$ cat config.mk
export PLATFORM = sky130hd
export DESIGN_NAME = digital_analog_control
export DESIGN_NICKNAME = d
export VERILOG_FILES = /design/src/rtl/digital_analog_control.sv
export SDC_FILE = /design/constraint.sdc
export NUM_CORES = 1
export LEC_CHECK = 0
export CORE_UTILIZATION = 55
export CTS_CLUSTER_DIAMETER = 100
export DETAILED_ROUTE_END_ITERATION = 16
export PLACE_DENSITY = 0.84
export SYNTH_ARGS = -nofsm -noshare
export SYNTH_HDL_FRONTEND = slang
export SYNTH_SLANG_ARGS = --single-unit
$ cat constraint.sdc
create_clock -name Clk -period 3.6 [get_ports Clk]
set_clock_uncertainty 0.15 [all_clocks]
set_input_delay 0.72 -clock Clk [delete_from_list [all_inputs] [get_ports Clk]]
set_output_delay 0.72 -clock Clk [all_outputs]
set_load 0.1 [all_outputs]
$ cat src/rtl/digital_analog_control.sv
// -----------------------------------------------------------------------------
// digital_analog_control
//   Emulates analog cabinet controls (steering wheel, pedal, paddle) from
//   digital Plus/Minus buttons. Each channel is stepped at most once per video
//   frame, on the rising edge of Vsync. A channel either springs back to
//   VCENTER when released or holds its last position. Holding a button
//   doubles the step size every ACCEL_FRAMES frames, up to STEP_MAX.
//
// Ports
//   Clk       core clock
//   Rst_n     asynchronous active-low reset
//   Vsync     vsync level, Clk-synchronous; its rising edge is the frame tick
//   Plus      per-channel increase button (level)
//   Minus     per-channel decrease button (level)
//   Recenter  synchronous reload of all channels to their rest values
//   Value     packed channel values, channel i at [i*W +: W]
//   Update    one-cycle pulse after a frame tick or a Recenter
//   Active    channel i is ramping or returning to centre
// -----------------------------------------------------------------------------
module digital_analog_control #(
  parameter int unsigned    NCH          = 2,
  parameter int unsigned    W            = 8,
  parameter logic [W-1:0]   VMIN         = 8'h00,
  parameter logic [W-1:0]   VMAX         = 8'hFF,
  parameter logic [W-1:0]   VCENTER      = 8'h80,
  parameter logic [NCH-1:0] CENTER_MASK  = 2'b01,
  parameter int unsigned    STEP_INIT    = 1,
  parameter int unsigned    STEP_MAX     = 8,
  parameter int unsigned    ACCEL_FRAMES = 4,
  parameter int unsigned    RETURN_STEP  = 4
) (
  input  logic               Clk,
  input  logic               Rst_n,
  input  logic               Vsync,
  input  logic [NCH-1:0]     Plus,
  input  logic [NCH-1:0]     Minus,
  input  logic               Recenter,
  output logic [NCH*W-1:0]   Value,
  output logic               Update,
  output logic [NCH-1:0]     Active
);

  localparam int unsigned  HW    = (ACCEL_FRAMES > 1) ? $clog2(ACCEL_FRAMES + 1) : 1;
  localparam logic [W-1:0]  SINIT = W'(STEP_INIT);
  localparam logic [W-1:0]  SMAX  = W'(STEP_MAX);
  localparam logic [W-1:0]  RSTEP = W'(RETURN_STEP);
  localparam logic [HW-1:0] ACC   = HW'(ACCEL_FRAMES);

  typedef enum logic [1:0] {
    ST_IDLE   = 2'd0,
    ST_RAMP   = 2'd1,
    ST_RETURN = 2'd2
  } state_t;

  logic                      vs_d_p1;
  logic                      vld_p1;
  logic [NCH-1:0][W-1:0]     val_p1,  val_nx;
  logic [NCH-1:0][W-1:0]     step_p1, step_nx;
  logic [NCH-1:0][HW-1:0]    hold_p1, hold_nx;
  logic [NCH-1:0]            dir_p1,  dir_nx;   // 1 = increasing
  state_t [NCH-1:0]          st_p1,   st_nx;
  logic                      tick;
  logic [NCH-1:0]            pressed;

  function automatic logic [W-1:0] rest_val(input int ch);
    return CENTER_MASK[ch] ? VCENTER : VMIN;
  endfunction

  // Move v by s in the given direction, saturating at [VMIN, VMAX].
  // One extra bit of headroom keeps the overflow test exact.
  function automatic logic [W-1:0] apply_step(input logic [W-1:0] v,
                                               input logic [W-1:0] s,
                                               input logic         up);
    logic [W:0] acc;
    if (up) begin
      acc = {1'b0, v} + {1'b0, s};
      if (acc > {1'b0, VMAX}) return VMAX;
      return acc[W-1:0];
    end
    acc = {1'b0, VMIN} + {1'b0, s};
    if ({1'b0, v} < acc) return VMIN;
    return v - s;
  endfunction

  // One spring-return step; lands exactly on VCENTER instead of overshooting.
  function automatic logic [W-1:0] toward_center(input logic [W-1:0] v);
    logic [W-1:0] diff;
    if (v > VCENTER) begin
      diff = v - VCENTER;
      return (diff <= RSTEP) ? VCENTER : v - RSTEP;
    end
    diff = VCENTER - v;
    return (diff <= RSTEP) ? VCENTER : v + RSTEP;
  endfunction

  function automatic logic [W-1:0] double_step(input logic [W-1:0] s);
    logic [W:0] dbl;
    dbl = {s, 1'b0};
    return (dbl > {1'b0, SMAX}) ? SMAX : dbl[W-1:0];
  endfunction

  assign tick    = Vsync & ~vs_d_p1;
  assign pressed = Plus ^ Minus;   // both or neither pressed means no direction

  always_comb begin
    val_nx  = val_p1;
    step_nx = step_p1;
    hold_nx = hold_p1;
    dir_nx  = dir_p1;
    st_nx   = st_p1;
    for (int i = 0; i < NCH; i++) begin
      if (Recenter) begin
        // Recenter wins over a coincident tick
        val_nx[i]  = rest_val(i);
        st_nx[i]   = ST_IDLE;
        step_nx[i] = SINIT;
        hold_nx[i] = '0;
      end else if (tick) begin
        case (st_p1[i])
          ST_RAMP: begin
            if (pressed[i] && (Plus[i] == dir_p1[i])) begin
              if ((hold_p1[i] + HW'(1)) == ACC) begin
                step_nx[i] = double_step(step_p1[i]);
                hold_nx[i] = '0;
                val_nx[i]  = apply_step(val_p1[i], double_step(step_p1[i]), dir_p1[i]);
              end else begin
                hold_nx[i] = hold_p1[i] + HW'(1);
                val_nx[i]  = apply_step(val_p1[i], step_p1[i], dir_p1[i]);
              end
            end else if (pressed[i]) begin
              step_nx[i] = SINIT;
              hold_nx[i] = '0;
              dir_nx[i]  = Plus[i];
              val_nx[i]  = apply_step(val_p1[i], SINIT, Plus[i]);
            end else begin
              // Released: no movement on this frame
              step_nx[i] = SINIT;
              hold_nx[i] = '0;
              st_nx[i]   = (CENTER_MASK[i] && (val_p1[i] != VCENTER)) ? ST_RETURN : ST_IDLE;
            end
          end
          default: begin
            // ST_IDLE and ST_RETURN both start a fresh ramp on a press
            if (pressed[i]) begin
              st_nx[i]   = ST_RAMP;
              step_nx[i] = SINIT;
              hold_nx[i] = '0;
              dir_nx[i]  = Plus[i];
              val_nx[i]  = apply_step(val_p1[i], SINIT, Plus[i]);
            end else if (st_p1[i] == ST_RETURN) begin
              val_nx[i] = toward_center(val_p1[i]);
              if (toward_center(val_p1[i]) == VCENTER) st_nx[i] = ST_IDLE;
            end
          end
        endcase
      end
    end
  end

  // ---- stage p1: channel state, values and update pulse ----
  always_ff @(posedge Clk or negedge Rst_n) begin
    if (!Rst_n) begin
      vs_d_p1 <= 1'b0;
      vld_p1  <= 1'b0;
      for (int i = 0; i < NCH; i++) begin
        val_p1[i]  <= rest_val(i);
        step_p1[i] <= SINIT;
        hold_p1[i] <= '0;
        dir_p1[i]  <= 1'b0;
        st_p1[i]   <= ST_IDLE;
      end
    end else begin
      vs_d_p1 <= Vsync;
      vld_p1  <= tick | Recenter;
      val_p1  <= val_nx;
      step_p1 <= step_nx;
      hold_p1 <= hold_nx;
      dir_p1  <= dir_nx;
      st_p1   <= st_nx;
    end
  end

  always_comb begin
    Active = '0;
    for (int i = 0; i < NCH; i++) Active[i] = (st_p1[i] != ST_IDLE);
  end

  assign Value  = val_p1;
  assign Update = vld_p1;

endmodule

# Word level (Yosys, flattened, before mapping)
# Index checks and enable logic that the tools add are counted.
[totals]
reg_bits = 46
[op_classes]
bitwise = 5
muxes = 279
reduce_logical = 21
eq_ne = 21
n_addsub = 22
n_lt_le_gt_ge = 20
[op_table]
columns = ["cell", "n"]
rows = [
  ["$mux 8", 92],
  ["$mux 1", 158],
  ["$gt 9x8->1 const B", 6],
  ["$add 8x8->9", 4],
  ["$mux 3", 12],
  ["$mux 2", 17],
  ["$le 8x3->1 const B", 4],
  ["$lt 8x8->1", 4],
  ["$sub 8x8->8", 4],
  ["$add 8x1->9 const B", 2],
  ["$gt 9x4->1 const B", 2],
  ["$reduce_and 3->1", 6],
  ["$add 8x3->8 const B", 2],
  ["$eq 8x8->1 const B", 2],
  ["$gt 8x8->1 const B", 2],
  ["$lt 8x1->1 const B", 2],
  ["$ne 4x4->1 const B", 4],
  ["$reduce_bool 4->1", 4],
  ["$sub 8x1->8 const B", 2],
  ["$sub 8x3->8 const B", 2],
  ["$sub 8x8->8 const A", 2],
  ["$sub 8x8->8 const B", 2],
  ["$ne 3x3->1 const B", 4],
  ["$reduce_and 5->1", 2],
  ["other kinds (15)", 27],
]

# Logic depth before layout (Yosys ltp)
[depth]
ltp_word = 21
ltp_mapped = 14
mapped_depth_nobuf = 14

# Worst setup path after synthesis
# OpenSTA, ideal clock, no wires.
[synth_timing]
path_type = "flip-flop to flip-flop"
from = "register val_p1, in the netlist Value[2]"
to = "register val_p1, in the netlist Value[6]"
stages_incl_launch_ff = 10
slack_ns = 0.135
n_path_buf = 1
arrival_time_ns = 3.194
setup_ns = 0.121
path_cell_list = "dfrtp_1 -> ha_1 -> buf_2 -> a211oi_1 -> o21ai_1 -> a31o_2 -> o21ai_1 -> a211oi_1 -> a211o_1 -> a22o_1"
[synth_between]
elab_chain_cells = 19
elab_cells_between_ends = 107
classes_between = "add/sub (10); order compare (9); mux (88)"
[synth_lines]
columns = ["element", "line_no", "text"]
rows = [
  ["start: declaration", "57", "logic [NCH-1:0][W-1:0] val_p1, val_nx;"],
  ["start signal: indexed assignment", "166", "val_p1[i] <= rest_val(i);"],
  ["start signal: assignment", "175", "val_p1 <= val_nx;"],
  ["$add 8x1->9 or $add 8x8->9 (tied branches)", "76", "acc = {1'b0, v} + {1'b0, s};"],
  ["$gt 9x8->1", "77", "if (acc > {1'b0, VMAX}) return VMAX;"],
  ["$mux 1", "77", ""],
  ["$mux 1", "75", "if (up) begin"],
  ["$mux 1, on equally long branches", "130, 144, 122", ""],
  ["$mux 1", "121", "if (pressed[i] && (Plus[i] == dir_p1[i])) begin"],
  ["$mux 1", "119", "case (st_p1[i])"],
  ["$mux 1", "118", "end else if (tick) begin"],
  ["[... 3 more ...]", "-", ""],
  ["$mux 8", "81", "if ({1'b0, v} < acc) return VMIN;"],
  ["$mux 8", "82", "return v - s;"],
  ["$mux 8", "80", "acc = {1'b0, VMIN} + {1'b0, s};"],
  ["$mux 8, on equally long branches", "130, 122", ""],
  ["$mux 8", "121", ""],
  ["$mux 8 (*)", "119", ""],
  ["$mux 8 (*)", "118", ""],
  ["$mux 8 (*)", "112", "if (Recenter) begin"],
]
# Mark *: on every way between the ends. The rest lies on a longest branch, timed or not. The select of a mux whose other input is x is not followed.
# A chain may end at the register's enable or synchronous reset.

# Worst setup path after layout
[layout_timing]
from = "register step_p1[2] (netlist bit)"
to = "register val_p1, in the netlist Value[0]"
[layout_between]
elab_chain_cells = 21
elab_cells_between_ends = 51
classes_between = "add/sub (2); order compare (5); mux (44)"
[layout_lines]
columns = ["element", "line_no", "text"]
rows = [
  ["start: declaration", "58", "logic [NCH-1:0][W-1:0] step_p1, step_nx;"],
  ["start signal: assignment", "176", "step_p1 <= step_nx;"],
  ["$gt 9x4->1", "99", "return (dbl > {1'b0, SMAX}) ? SMAX : dbl[W-1:0];"],
  ["$mux 8", "99", ""],
  ["$add 8x8->9", "76", ""],
  ["$gt 9x8->1", "77", ""],
  ["$mux 1", "77", ""],
  ["$mux 1", "75", ""],
  ["$mux 1", "122", "if ((hold_p1[i] + HW'(1)) == ACC) begin"],
  ["$mux 1", "121", ""],
  ["[... 5 more ...]", "-", ""],
  ["$mux 8", "81", ""],
  ["$mux 8", "82", ""],
  ["$mux 8", "80", ""],
  ["$mux 8 (*)", "122", ""],
  ["$mux 8 (*)", "121", ""],
  ["$mux 8 (*)", "119", ""],
  ["$mux 8 (*)", "118", ""],
  ["$mux 8 (*)", "112", ""],
]
# Marked as above.

==> results.json <==
{
  "status": "finished clean",
  "portBuffers": 26,
  "cp_slowest_stage_delay_ns": 0.40,
  "synth_edf_count": 0,
  "ys.flop_type": "dfrtp_1",
  "busiest_layer": "met2",
  "gr-usage-met1_pct": 45.8,
  "setup_tns_ns": 0,
  "die-area_um2": 12500,
  "grt_pass1_wl_um": 32200,
  "cts-root-buf": "clkbuf_16",
  "vias_per_cell": 6.56,
  "grt.overflow.total": 0,
  "area_delta_synth_final_pct": 9.07,
  "cts.sinks": 45,
  "post-dp-hpwl_um": 14600,
  "drt_iter0_markers": 834,
  "antenna_found_initial": 0,
  "synth-compound-area-share_pct": 32.0,
  "min_period_ns": 3.23,
  "path_clk_slew_ns": 0.07,
  "cts-htree-levels": 2,
  "placed_cells": 1044,
  "nFillCells": 1021,
  "r2r-end": "Value[0]",
  "yosysSeqAreaShare_pct": 17.0,
  "setup_violations": 0,
  "yosysWarnings": 0,
  "synth_cell_type_count": 77,
  "crit_required_ns": 3.62,
  "wl_um": 19400,
  "routabilityCongestion": 0.992,
  "regArea_um2": 1130,
  "syn_area_um2": 6650,
  "critical_path.max_fanout": 4,
  "cts_buffers": 5,
  "first_global_vias": 6435,
  "core_area_um2": 11600,
  "crit_path_end": "Value[0]",
  "die_y_um": 112,
  "drtAntennaViolNets": 0,
  "multi_input_area_um2": 5150,
  "slew_headroom_pct": 35.9,
  "ys_ff_latch": 45,
  "async_reset_ff_share_pct": 100,
  "synth_mux_area_share_pct": 1.54,
  "grt.total_usage_pct": 31.5,
  "power.total_mw": 3.30,
  "ir_drop_mv": 0.372,
  "report.final.slew_viol_count": 0,
  "met3_usage_pct": 6.80,
  "first_pass_iters": 6,
  "clock_tree.buffer_depth": 2,
  "synth_xor_area_share_pct": 4.74,
  "holdWs_ns": 0.278,
  "grt_max_degree": 33,
  "fmax_mhz": 309,
  "vias": 6899,
  "path_cells": "inv_1, nand4_1, nor3_2, nand2_1, ha_1, nand2b_1, a211o_1, a311oi_1, a32oi_1, or3_1, a32oi_1, o21ai_0",
  "drc": 0,
  "arrival_ns": 3.25,
  "drive_gt1_share_pct": 8.80,
  "max_cap_viol_count": 0,
  "crit_start": "step_p1[2]",
  "p_leak_nw": 3.26,
  "path_class": "reg -> reg",
  "endpoint_kind": "register",
  "r2r-start": "step_p1[2]",
  "io_pins": 27,
  "final_nets": 1000,
  "power.density_nw_per_um2": 455,
  "post-route-period-util_pct": 89.8,
  "syn_inst": 879,
  "clkLatencyLatePin_ns": 0.30,
  "synth_area_per_cell_um2": 7.57,
  "tritoncts": "yes",
  "final-instance-count-excl-fill": 1052,
  "die_w_um": 112,
  "worstMarginPinSlew_ns": 0.958,
  "grt_util_met2_pct": 47.4,
  "hold_viol": 0,
  "hold_class": "in -> async",
  "diodes": 0,
  "grt_setup_unrepaired": "no",
  "r2r_cells": 12,
  "synth_simple_gate_area_share_pct": 21.5,
  "crit_slowest_cell": "a311oi_1",
  "ff2ff_setup_slack_ns": 0.37,
  "crit_top_cell": "a32oi_1",
  "synthAdderAreaFrac_pct": 16.7,
  "startpoint_type": "register",
  "row_count": 39,
  "initial_utilization_pct": 57.3,
  "synth_top_family_by_area": "compound AO/OA/AOI/OAI gates",
  "wl_per_cell_um": 18.4
}
==> synth_stat cells, drive strengths merged, types with 9 or more instances <==
library cell / count / area (um2)
nand2: 64 / 240
a21oi: 67 / 335
buf: 16 / 95.1
xnor2: 19 / 166
nor2: 68 / 263
nand2b: 21 / 131
inv: 58 / 218
o21a: 12 / 90.1
clkbuf: 30 / 113
xor2: 17 / 149
nand3: 21 / 105
dfrtp: 42 / 1050
a21o: 15 / 113
o31ai: 9 / 67.6
a31oi: 19 / 119
ha: 76 / 951
a211oi: 17 / 128
o211ai: 9 / 67.6
nor2b: 18 / 113
nor3: 35 / 196
o21ai: 67 / 335
a221oi: 10 / 87.6
==> sequential cells by signal, indices dropped and copies added, names as in the netlist <==
name,cells
vs_d_p1,1
hold_p1,6
dir_p1,2
step_p1,16
st_p1,3
Value,16
Update,1
==> critical path, delay by kind of cell (launching register included) <==
kind / cells / cell delay [ns]
adder cells (fa/ha/maj): 1 / 0.32
flip-flops: 1 / 0.39
AND/OR/NAND/NOR: 5 / 0.95
buffers and inverters: 1 / 0.12
AO/OA/AOI/OAI: 5 / 1.17
==> area by class of cell <==
class	instances	area share [%]
timing repair buffer	54	5.79
tap	143	2.47
inverter	59	3.05
multi-input combinational	743	71.0
clock inverter	3	0.397
clock buffer	5	1.72
sequential	45	15.6
==> cells in the final DEF (no fill, tap or decap), types with 10 or more instances in the layout <==
cell type	n
a211oi_1	17
a21o_1	15
a21oi_1	67
a221oi_1	10
a31oi_1	19
buf_4	46
conb_1	16
dfrtp_1	42
ha_1	76
inv_1	57
nand2_1	64
nand2b_1	21
nand3_1	21
nor2_1	67
nor2b_1	18
nor3_1	31
o21a_1	12
o21ai_0	62
xnor2_1	19
xor2_1	17
==> layer usage <==
| layer | vias up | part of all wire (%) |
|---|---|---|
| met5 | - | 0 |
| met4 | 0 | 1.9 |
| met3 | 44 | 10 |
| met2 | 333 | 43 |
| met1 | 3244 | 45 |
| li1 | 3278 | - |
==> cells by family after synthesis <==
group | Yosys count
xor+xnor | 36
simple gates | 282
flops | 45
compound gates | 315
buf+inv | 105
mux | 10
other cells | 2
fa+ha+maj | 84
==> how the worst min path moves through the flow <==
stage	from	end	slack (ns)	cells after the start
floorplan	Rst_n	Update	0.27	0
global placement	hold_p1[2]	hold_p1[2]	0.34	1
detailed placement	hold_p1[2]	hold_p1[2]	0.34	1
CTS	Rst_n	Value[2]	0.29	1
global route	Rst_n	Value[2]	0.32	1
finish	Rst_n	Value[2]	0.28	1
==> repair_timing <==
action / 4_1_cts / 5_1_grt
gates resized for setup: 0 / 1
hold buffers: 0 / 0
setup buffers: 0 / 0
hold endpoints to repair: 0 / 0
setup endpoints to repair: 0 / 1
==> through the flow <==
step,area [um2],worst slack [ns],util [%]
global route,7260,0.129,62.5
finish,7260,0.367,62.5
detailed placement,7100,0.221,61.1
CTS,7250,0.207,62.4
global placement,7100,0.329,61.1
floorplan,6710,0.135,-
==> where the power goes <==
part | total, mW | internal (mW) | switching [mW] | leakage, nW
sequential | 0.635 | 0.544 | 0.0907 | 0.601
clock | 0.496 | 0.268 | 0.228 | 0.0767
combinational | 2.17 | 0.787 | 1.38 | 2.58
(Power assumes the default switching activity.)
